[config.mk]
export PLATFORM = sky130hd
export DESIGN_NAME = chebyshev_sequencer
export DESIGN_NICKNAME = d
export VERILOG_FILES = /design/src/rtl/chebyshev_sequencer.sv
export SDC_FILE = /design/constraint.sdc
export NUM_CORES = 1
export LEC_CHECK = 0
export CAP_MARGIN = 20
export CORE_MARGIN = 2
export CORE_UTILIZATION = 51
export CTS_CLUSTER_DIAMETER = 40
export DETAILED_ROUTE_END_ITERATION = 8
export HOLD_SLACK_MARGIN = 0.08
export PLACE_DENSITY_LB_ADDON = 0.2
export SLEW_MARGIN = 30
export SYNTH_ARGS = -nofsm -noshare
export SYNTH_HDL_FRONTEND = slang
export SYNTH_SLANG_ARGS = --single-unit
[constraint.sdc]
create_clock -name clock -period 2.3 [get_ports clock]
set_input_delay 0.46 -clock clock [delete_from_list [all_inputs] [get_ports clock]]
set_output_delay 0.46 -clock clock [all_outputs]
set_load 0.05 [all_outputs]
[src/rtl/chebyshev_sequencer.sv]
// Sequencer in front of the Chebyshev core: accepts a sample, steps coefficients highest degree first,
// waits for the core pipeline to drain and hands the result downstream. Optional macro: CHEB_COEFF_SHADOW_EN.
module chebyshev_sequencer #(
    parameter int unsigned WL       = 16,
    parameter int unsigned CL       = 16,
    parameter int unsigned DEGREE   = 3,
    parameter int unsigned AW       = 2,
    parameter int unsigned PIPE_LAT = 2
) (
    input  logic          clock,
    input  logic          resetn,
    input  logic          in_valid,
    output logic          in_ready,
    input  logic [WL-1:0] in_data,
    input  logic          coeff_wr_en,
    input  logic [AW-1:0] coeff_wr_addr,
    input  logic [CL-1:0] coeff_wr_data,
    output logic          core_clear,
    output logic [WL-1:0] core_data,
    output logic [CL-1:0] core_coeff,
    input  logic [WL-1:0] core_result,
    output logic          out_valid,
    input  logic          out_ready,
    output logic [WL-1:0] out_data
);
    localparam int unsigned CW = (PIPE_LAT > 1) ? $clog2(PIPE_LAT) : 1;

    typedef enum logic [1:0] {IDLE, ISSUE, DRAIN, DONE} state_t;

    state_t        state, state_nxt;
    logic [AW-1:0] idx, idx_nxt;
    logic [CW-1:0] step_cnt, step_cnt_nxt;
    logic          step_last, accept;
    logic          core_clear_nxt, out_valid_nxt;
    logic [WL-1:0] core_data_nxt, out_data_nxt;
    logic [CL-1:0] core_coeff_nxt;

    logic [CL-1:0] coef     [0:DEGREE];
    // Bank the next issued coefficient is read from, with any same-cycle write already merged in
    logic [CL-1:0] coef_src [0:DEGREE];

    assign in_ready  = (state == IDLE);
    assign accept    = in_valid && (state == IDLE);
    assign step_last = (step_cnt == CW'(PIPE_LAT - 1));

`ifdef CHEB_COEFF_SHADOW_EN
    logic [CL-1:0] shadow     [0:DEGREE];
    logic [CL-1:0] shadow_nxt [0:DEGREE];

    // Shadow bank takes writes at any time; the active bank snapshots it on sample accept
    always_comb begin
        for (int i = 0; i <= int'(DEGREE); i++) begin
            shadow_nxt[i] = shadow[i];
            if (coeff_wr_en && (coeff_wr_addr == AW'(i)))
                shadow_nxt[i] = coeff_wr_data;
            coef_src[i] = (state == IDLE) ? shadow_nxt[i] : coef[i];
        end
    end

    always_ff @(posedge clock or negedge resetn) begin
        if (!resetn) begin
            for (int i = 0; i <= int'(DEGREE); i++) begin
                shadow[i] <= '0;
                coef[i]   <= '0;
            end
        end else begin
            for (int i = 0; i <= int'(DEGREE); i++) begin
                shadow[i] <= shadow_nxt[i];
                if (accept)
                    coef[i] <= shadow_nxt[i];
            end
        end
    end
`else
    logic [CL-1:0] coef_nxt [0:DEGREE];

    // Single bank, writable only while idle; out-of-range addresses match no entry
    always_comb begin
        for (int i = 0; i <= int'(DEGREE); i++) begin
            coef_nxt[i] = coef[i];
            if (coeff_wr_en && (state == IDLE) && (coeff_wr_addr == AW'(i)))
                coef_nxt[i] = coeff_wr_data;
            coef_src[i] = coef_nxt[i];
        end
    end

    always_ff @(posedge clock or negedge resetn) begin
        if (!resetn) begin
            for (int i = 0; i <= int'(DEGREE); i++)
                coef[i] <= '0;
        end else begin
            for (int i = 0; i <= int'(DEGREE); i++)
                coef[i] <= coef_nxt[i];
        end
    end
`endif

    always_ff @(posedge clock or negedge resetn) begin
        if (!resetn)
            state <= IDLE;
        else
            state <= state_nxt;
    end

    // Next-state and next-register values
    always_comb begin
        state_nxt      = state;
        idx_nxt        = idx;
        step_cnt_nxt   = step_cnt;
        core_clear_nxt = 1'b0;
        core_data_nxt  = core_data;
        out_valid_nxt  = out_valid;
        out_data_nxt   = out_data;
        case (state)
            IDLE: begin
                if (accept) begin
                    core_data_nxt  = in_data;
                    core_clear_nxt = 1'b1;
                    idx_nxt        = AW'(DEGREE);
                    step_cnt_nxt   = '0;
                    state_nxt      = ISSUE;
                end
            end
            ISSUE: begin
                step_cnt_nxt = step_cnt + CW'(1);
                if (step_last) begin
                    step_cnt_nxt = '0;
                    if (idx != '0)
                        idx_nxt = idx - AW'(1);
                    else
                        state_nxt = DRAIN;
                end
            end
            DRAIN: begin
                step_cnt_nxt = step_cnt + CW'(1);
                if (step_last) begin
                    step_cnt_nxt  = '0;
                    out_data_nxt  = core_result;
                    out_valid_nxt = 1'b1;
                    state_nxt     = DONE;
                end
            end
            DONE: begin
                if (out_ready) begin
                    out_valid_nxt = 1'b0;
                    state_nxt     = IDLE;
                end
            end
            default: state_nxt = IDLE;
        endcase
    end

    // Coefficient presented while the next cycle is an ISSUE cycle, zero otherwise
    always_comb begin
        core_coeff_nxt = '0;
        if (state_nxt == ISSUE) begin
            for (int i = 0; i <= int'(DEGREE); i++)
                if (idx_nxt == AW'(i))
                    core_coeff_nxt = coef_src[i];
        end
    end

    always_ff @(posedge clock or negedge resetn) begin
        if (!resetn) begin
            idx        <= '0;
            step_cnt   <= '0;
            core_clear <= 1'b0;
            core_data  <= '0;
            core_coeff <= '0;
            out_valid  <= 1'b0;
            out_data   <= '0;
        end else begin
            idx        <= idx_nxt;
            step_cnt   <= step_cnt_nxt;
            core_clear <= core_clear_nxt;
            core_data  <= core_data_nxt;
            core_coeff <= core_coeff_nxt;
            out_valid  <= out_valid_nxt;
            out_data   <= out_data_nxt;
        end
    end
endmodule
==> results.cfg, run 1 <==
[grt]
antenna_found_initial = 0
overflow = 0
grt_usage_pct = 22.9
grt_pass1_wl_um = 19700
grt_max_degree = 51
grt_pass1_vias = 3788

[cts]
clk_latency_ns = 0.51
cts_tree = yes
clkTransAtPathRegs_ns = 0.06
cts_num_sinks = 119
cts_made_buffers = 17
post_cts_buffers = 0
cts_buffer_depth = 2
h-tree-depth = 4
cts-root-buf = clkbuf_8

[setup_path]
crit_type = register to register
crit_chain = inv_1, ha_2, nand2_2, or3_1, and3_1, buf_12, mux2i_1, a221oi_2
critPathMaxFanout = 11
worstPathArrival_ns = 2.61
cpPeakStageDelay_ns = 0.43
required_ns = 2.70
crit_path_start_kind = register
cp-end-kind = register
crit_slowest_cell = dfrtp_1

[detailed_routing]
drt_iter0_drc = 206
vias = 3714
ant_nets = 0
routed_wl_um = 11900
vias_per_cell = 5.38
dr.pass1.iters = 4
wl_per_cell_um = 17.3
remaining_drc_errors = 0

[yosys]
yosysMostFrequentCell = dfrtp_1
synthDistinctLibCells = 45
synthCells = 405
synth_flop_cell = dfrtp_1
synth_edf_count = 0
yosysTopAreaCellShare_pct = 57.8
synth_area_mm2 = 0.00515
synthTopCellsByCount = dfrtp_1 (119), mux2_2 (47), mux2i_1 (46), inv_1 (43), nand2_1 (36)
syn-num-nets = 465
synth_top_area_cell = dfrtp_1
async_reset_ff_share_pct = 100
synthTopCellsByArea = dfrtp_1 (58%), mux2_2 (10%), mux2i_1 (8.9%), inv_1 (3.1%), nand2_1 (2.6%)
seq_area_frac_synth_pct = 57.8
yosys_warnings = 0
ys_ff_latch = 119
avgSynthCellArea_um2 = 12.7

[outcome]
status = completed

[job]
max-cap-violations = 0

[floorplan]
die_x_um = 105
start_util_pct = 52.7
die_y_um = 105
die_area_mm2 = 0.0109
ios = 106
rows = 36
core-area_mm2 = 0.00977

[finish]
num_antenna_cells = 0
multiInputGateArea_mm2 = 0.00194
fin_util_pct = 74.0
areaGrowthSynthToFinish_pct = 40.3
fill_cells = 645
drive_above_1_share_pct = 22.6
fin_cells = 690
regArea_mm2 = 0.00298
nets = 604

[pwr]
p_sw_share_pct = 39.1
cellLeakagePower_uw = 0.00351
seqPwrFrac_pct = 29.9
p_int_uw = 7020
p_clk_share_pct = 23.6
power_switching_uw = 4510
comb_power_share_pct = 46.5
power_density_mw_per_mm2 = 1600
ir_worst_vdd_uv = 698

[timing]
clock_skew_ns = 0.00837
timing.hold.ws_ns = 0.441
fmax_ghz = 0.453
setup_violations = 0
finalSetupTns_ns = 0
post-route-period-util_pct = 95.9
hold_viol_final = 0
final_max_slew_viol_count = 0
slew_headroom_pct = 54.5
layout_min_cycle_time_ns = 2.21
worst_pin_slew_ns = 0.681
rsz0062_at_grt = no

[placement]
port-buffer-count = 105
placed_cells = 657
dp_hpwl_um = 8040
gp_congestion = 0.794

[hold_path]
hp-class = primary input to async pin
[cell type report]
cell class / count / share of cell area (%)
multi-input combinational: 225 / 26.8
clock inverter: 12 / 2.44
sequential: 119 / 41.2
tap: 133 / 2.30
clock buffer: 20 / 6.02
inverter: 46 / 2.39
timing repair buffer: 135 / 18.8
[worst max-delay path: cells and delay by family, from the launching register on]
family                     cells  cell delay (ns)
buffers and inverters          2             0.31
AOI/OAI and AO/OA              1             0.29
muxes                          1             0.14
DFF                            1             0.43
and+or+nand+nor                3             0.65
adders and majority gates      1             0.26
[layer usage]
metal | wire, µm | track usage, % | share of wire [%]
met5 | 0 | 0 | 0
met4 | 53 | 6.37 | 0.44
met3 | 736 | 6.08 | 6.2
met2 | 5860 | 37.2 | 49
met1 | 5290 | 30.6 | 44
[cell usage in the layout (no fill, tap or decap), types with 3 or more instances in the layout]
cell type,n
buf_12,7
mux2i_1,46
nand2_1,36
a22oi_1,8
o21ai_0,6
buf_4,24
bufinv_16,4
inv_1,43
ha_1,3
clkinv_4,3
clkdlybuf4s50_1,103
a221oi_1,5
dfrtp_1,119
and3_1,7
a21oi_1,6
clkbuf_16,16
a221oi_2,3
mux2_2,47
nor2_1,6
a211o_1,6
nand3_1,9
clkinv_2,3
a32oi_1,6
inv_2,3
mux2_1,3
[state kept, by name, summed over array words and instances (netlist names)]
signal and flops:
idx 2, core_data 16, coef 64, out_valid 1, step_cnt 1, out_data 16, core_coeff 16, state 2
core_clear 1
[final timing paths]
kind | start | to | slack (ns) | cells past startpoint
min | resetn | core_data[11]$_DFFE_PN0P_ | 0.44 | 2
max in group asynchronous | resetn | core_data[8]$_DFFE_PN0P_ | 1.22 | 3
max | state[1]$_DFF_PN0_ | core_coeff[13]$_DFF_PN0_ | 0.09 | 8
max reg2reg | state[1]$_DFF_PN0_ | core_coeff[13]$_DFF_PN0_ | 0.09 | 8
min reg2reg | coef[18]$_DFF_PN0_ | coef[18]$_DFF_PN0_ | 0.47 | 2
min in group clock | coef[18]$_DFF_PN0_ | coef[18]$_DFF_PN0_ | 0.47 | 2
[stage by stage]
step | power, µW | instance area, µm² | setup WS [ns]
floorplan | 6890 | 5150 | 0.0925
global placement | 8530 | 6580 | 0.0190
detailed placement | 8730 | 6580 | 0.0156
CTS | 11500 | 7200 | 0.0987
global route | 12100 | 7230 | 0.00651
finish | 11500 | 7230 | 0.0940
[power by group through the flow]
stage          sequential, µW  combinational (µW)  clock (µW)
2_1_floorplan            4590                2290           0
3_3_place_gp             3430                5100           0
5_1_grt                  3550                5700        2860
4_1_cts                  3450                5310        2760
3_5_place_dp             3470                5260           0
6_report                 3450                5360        2730
[kinds of logic (layout without fill, tap and decap cells)]
group	Yosys count	after routing	synth area share, %
AO/OA/AOI/OAI	55	55	9.16
adder cells (fa/ha/maj)	5	5	1.21
buffers and inverters	61	213	5.20
flip-flops	119	119	57.8
multiplexers	96	96	19.9
AND/OR/NAND/NOR	69	69	6.75
[timing repair]
item,CTS,global route
gates resized for setup,0,5
hold endpoints to repair,33,0
hold buffers,1,0
setup endpoints to repair,0,6
(Power assumes the default switching activity.)
==> inputs of run 2 (changes only) <==
--- a/config.mk
+++ b/config.mk
@@ -6,8 +6,10 @@
 export NUM_CORES = 1
 export LEC_CHECK = 0
 export CAP_MARGIN = 20
+export CELL_PAD_IN_SITES_DETAIL_PLACEMENT = 1
+export CELL_PAD_IN_SITES_GLOBAL_PLACEMENT = 1
 export CORE_MARGIN = 2
-export CORE_UTILIZATION = 51
+export CORE_UTILIZATION = 41
 export CTS_CLUSTER_DIAMETER = 40
 export DETAILED_ROUTE_END_ITERATION = 8
 export HOLD_SLACK_MARGIN = 0.08
==> results.cfg, run 2 (synthesized netlist as in run 1, its figures left out) <==
[placement]
gp_congestion = 0.807
placed_cells = 693
dp_hpwl_um = 9360
port-buffer-count = 105

[timing]
layout_min_cycle_time_ns = 2.20
rsz0062_at_grt = no
worst_pin_slew_ns = 0.521
slew_headroom_pct = 65.1
clock_skew_ns = 0.00677
finalSetupTns_ns = 0
timing.hold.ws_ns = 0.475
final_max_slew_viol_count = 0
setup_violations = 0
post-route-period-util_pct = 95.5
fmax_ghz = 0.455
hold_viol_final = 0

[setup_path]
cp-end-kind = register
crit_type = register to register
worstPathArrival_ns = 2.51
r2r_slack_ns = 0.10
r2r_cells = 8
critPathMaxFanout = 11
crit-reg2reg-launch = state[1]$_DFF_PN0_
crit_path_start_kind = register
required_ns = 2.62
reg2reg_to = core_coeff[0]$_DFF_PN0_

[cts]
clk_latency_ns = 0.42
cts_made_buffers = 17
h-tree-depth = 4
cts_tree = yes
clkTransAtPathRegs_ns = 0.05
cts_num_sinks = 119
cts_buffer_depth = 2
cts-root-buf = clkbuf_16

[outcome]
status = completed

[grt]
overflow = 0
antenna_found_initial = 0
grt_usage_pct = 21.2
grt_max_degree = 53
grt_pass1_wl_um = 21200
grt_pass1_vias = 4021

[detailed_routing]
wl_per_cell_um = 18.5
routed_wl_um = 13400
drt_iter0_drc = 161
ant_nets = 0
vias_per_cell = 5.12
remaining_drc_errors = 0
dr.pass1.iters = 4
vias = 3722

[finish]
num_antenna_cells = 0
areaGrowthSynthToFinish_pct = 40.6
largest_reg_flops = 64
drive_above_1_share_pct = 22.7
final_cell_mix = dfrtp_1 (119), clkdlybuf4s50_1 (103), mux2_2 (47), mux2i_1 (46), inv_1 (42)
fin_cells = 727
mostFrequentLayoutCell = dfrtp_1
top_register = coef
nets = 608

[pwr]
power_density_mw_per_mm2 = 1580
cellLeakagePower_uw = 0.00352
ir_worst_vdd_uv = 585

[floorplan]
die_y_um = 116
ios = 106
die_area_mm2 = 0.0135
core-area_mm2 = 0.0122
die_x_um = 116
rows = 40
start_util_pct = 42.4

[hold_path]
hold_depth = 2
hp-class = register to register
worstHoldStart = coef[28]$_DFF_PN0_
min_to = coef[28]$_DFF_PN0_

[job]
max-cap-violations = 0
==> run 2: changes by cell type in the layout (fill, tap and decap cells not counted), moves of 2 or more <==
cell	delta
clkinvlp_4	-2
bufinv_16	-3
clkbuf_8	+3
buf_4	+3
clkbuf_1	+3
clkinv_4	-3
==> run 2: how the worst max path moves through the flow <==
stage,from,end,slack (ns),depth (start not counted)
2_1_floorplan,state[1]$_DFF_PN0_,core_coeff[9]$_DFF_PN0_,0.09,8
3_3_place_gp,coeff_wr_addr[1],core_coeff[10]$_DFF_PN0_,0.03,7
3_5_place_dp,coeff_wr_addr[0],core_coeff[5]$_DFF_PN0_,-0.04,6
4_1_cts,state[1]$_DFF_PN0_,core_coeff[0]$_DFF_PN0_,0.007,8
5_1_grt,state[0]$_DFF_PN0_,core_coeff[11]$_DFF_PN0_,0.02,8
6_report,state[1]$_DFF_PN0_,core_coeff[0]$_DFF_PN0_,0.10,8
==> run 2: layer usage <==
metal  part of all wire [%]  GRT usage, %  routed length, µm  up-vias
li1                       -             -                  -     1703
met1                     44          26.9               5940     1877
met2                     49          34.7               6520      120
met3                    5.2          4.83                705       22
met4                    2.0          10.2                270        0
met5                      0             0                  0        -
==> run 2: final cells by class <==
cell class / count / area, µm²
clock buffers: 27 / 513
clock inverters: 3 / 40.0
fillers: 1246 / 4920
inverters: 46 / 173
multi-input cells: 225 / 1930
flip-flops and latches: 119 / 2980
well taps: 168 / 210
repair buffers: 139 / 1400
==> run 2: stage by stage <==
step | utilization, % | total power [µW] | worst slack [ns] | cell area [µm²]
final | 59.6 | 11400 | 0.104 | 7240
after global routing | 59.6 | 12000 | 0.0169 | 7240
after CTS | 59.3 | 11400 | 0.00674 | 7210
after detailed placement | 54.6 | 8850 | -0.0368 | 6640
after global placement | 54.6 | 8600 | 0.0310 | 6640
after floorplan | - | 6890 | 0.0925 | 5150
==> run 2: worst max-delay path, stage by stage, from the launching register on <==
cell and delay, ns:
dfrtp_1 0.44, inv_2 0.14, ha_2 0.23, nand2_2 0.12, or3_1 0.36, and3_1 0.23
buf_12 0.16, mux2i_1 0.15, a221oi_2 0.26
==> run 2: timing repair <==
item | 4_1_cts | 5_1_grt
gates resized for setup | 1 | 4
pin swaps | 0 | 1
hold buffers | 1 | 0
setup buffers | 0 | 3
hold endpoints to repair | 31 | 0
endpoints found under the setup margin | 3 | 9
==> run 2: report_power, final <==
part | leakage [µW] | internal (µW) | switching [µW]
Sequential | 0.00145 | 3050 | 406
Clock | 0.000273 | 1610 | 867
Combinational | 0.00179 | 2230 | 3260
Total | 0.00352 | 6890 | 4530
==> inputs of run 3 (changes only) <==
--- a/config.mk
+++ b/config.mk
@@ -8,7 +8,6 @@
 export CAP_MARGIN = 20
 export CELL_PAD_IN_SITES_DETAIL_PLACEMENT = 1
 export CELL_PAD_IN_SITES_GLOBAL_PLACEMENT = 1
-export CORE_MARGIN = 2
 export CORE_UTILIZATION = 41
 export CTS_CLUSTER_DIAMETER = 40
 export DETAILED_ROUTE_END_ITERATION = 8
==> results.cfg, run 3 (synthesized netlist as in run 1, its figures left out) <==
[timing]
clock_skew_ns = 0.00410
fmax_ghz = 0.468
final_max_slew_viol_count = 0
worst_pin_slew_ns = 0.544
rsz0062_at_grt = no
slew_headroom_pct = 63.6
post-route-period-util_pct = 92.8
layout_min_cycle_time_ns = 2.13
timing.hold.ws_ns = 0.472
setup_violations = 0
hold_viol_final = 0

[cts]
cts_made_buffers = 17
cts_buffer_depth = 2
clkTransAtPathRegs_ns = 0.05
cts-root-buf = clkbuf_16
h-tree-depth = 4
clk_latency_ns = 0.42
post_cts_buffers = 0
cts_num_sinks = 119
cts_tree = yes

[setup_path]
crit_slowest_cell = dfrtp_1
cpPeakStageDelay_ns = 0.40
worstPathArrival_ns = 2.44
critPathMaxFanout = 8
crit_type = register to register
crit_path_start_kind = register
critPathBufInv = 3
r2r_slack_ns = 0.17
crit_chain = inv_1, ha_4, buf_4, a21oi_1, a31o_1, inv_1, nand3_1, nand3_1, o211a_1
cp-end-kind = register
crit_family = compound AO/OA/AOI/OAI gates
required_ns = 2.60

[floorplan]
die_area_mm2 = 0.0130
core-area_mm2 = 0.0121
start_util_pct = 42.5
rows = 40
die_y_um = 114
ios = 106
die_x_um = 114

[finish]
fin_cells = 726
fin_util_pct = 60.2
top_register = coef
largest_reg_flops = 64
fill_cells = 1243
nets = 605
final_area_mm2 = 0.00729
areaGrowthSynthToFinish_pct = 41.5
drive_above_1_share_pct = 22.6
num_antenna_cells = 0
mostFrequentLayoutCell = dfrtp_1
final_cell_mix = dfrtp_1 (119), clkdlybuf4s50_1 (103), mux2_2 (47), mux2i_1 (46), inv_1 (43)

[grt]
use_met3_pct = 5.40
grtUsageMet1_pct = 28.1
antenna_found_initial = 0
grt_pass1_vias = 3991
grtUsageMet2_pct = 35.5
grt_max_degree = 43
grt_pass1_wl_um = 21200
overflow = 0
grt_usage_pct = 21.8
gr-max-usage-layer = met2

[detailed_routing]
dr.pass1.iters = 4
vias_per_cell = 5.11
remaining_drc_errors = 0
ant_nets = 0
routed_wl_um = 13000
vias = 3710
drt_iter0_drc = 154
wl_per_cell_um = 18.0

[placement]
port-buffer-count = 105
dp_hpwl_um = 8780
gp_congestion = 0.776
place_area_mm2 = 0.00665
placed_cells = 693

[job]
max-cap-violations = 0

[pwr]
cellLeakagePower_uw = 0.00354
ir_worst_vdd_uv = 636
finalPower_uw = 11500
power_density_mw_per_mm2 = 1580

[outcome]
status = completed

[hold_path]
hp-class = register to register
## run 3: changes by cell type in the layout (fill, tap and decap cells not counted), sizes merged
cell | before | now
clkbuf | 27 | 23
clkinv | 2 | 6
buf | 35 | 32
bufinv | 1 | 3
## run 3: metal layers
metal | vias to the layer above | share of wire, %
met2 | 92 | 49
li1 | 1705 | -
met3 | 17 | 4.6
met5 | - | 0
met1 | 1896 | 45
met4 | 0 | 1.5
## run 3: final cells by class
cell class                      instances  area (µm²)  area share, %
Timing Repair Buffer                  136        1390           19.1
Tap cell                              168         210           2.88
Clock buffer                           23         498           6.83
Multi-Input combinational cell        225        1920           26.3
Sequential cell                       119        2980           40.8
Inverter                               46         173           2.37
Clock inverter                          9         120           1.65
## run 3: repair_timing
item,in CTS,in global routing
hold endpoints to repair,36,0
resized for setup,0,1
setup endpoints to repair,0,16
hold buffers,1,0
## run 3: report_power, final
group          switching (µW)  internal, µW  total, µW
clock network             898          1830       2730
logic                    3200          2170       5370
registers                 386          3050       3430
## run 3: worst reg2reg max path: stages (launching register included)
cell     delay, ns
dfrtp_1       0.40
inv_1         0.12
ha_4          0.24
buf_4         0.19
a21oi_1       0.14
a31o_1        0.33
inv_1         0.16
nand3_1       0.14
nand3_1       0.08
o211a_1       0.21
## run 3: worst paths after layout
check / end / start / cells after the start
min in group asynchronous: core_data[15]$_DFFE_PN0P_ / resetn / 2
setup reg to reg: core_coeff[11]$_DFF_PN0_ / state[1]$_DFF_PN0_ / 9
max in group asynchronous: out_valid$_DFFE_PN0P_ / resetn / 3
setup / recovery: core_coeff[11]$_DFF_PN0_ / state[1]$_DFF_PN0_ / 9
hold reg to reg: coef[26]$_DFF_PN0_ / coef[26]$_DFF_PN0_ / 2
hold / removal: coef[26]$_DFF_PN0_ / coef[26]$_DFF_PN0_ / 2
## run 3: metrics by stage
| step | setup TNS (ns) | setup slack [ns] |
|---|---|---|
| floorplan | 0 | 0.0925 |
| global placement | 0 | 0.0405 |
| detailed placement | -0.0148 | -0.00730 |
| CTS | 0 | 0.0493 |
| global route | 0 | 0.00343 |
| finish | 0 | 0.165 |
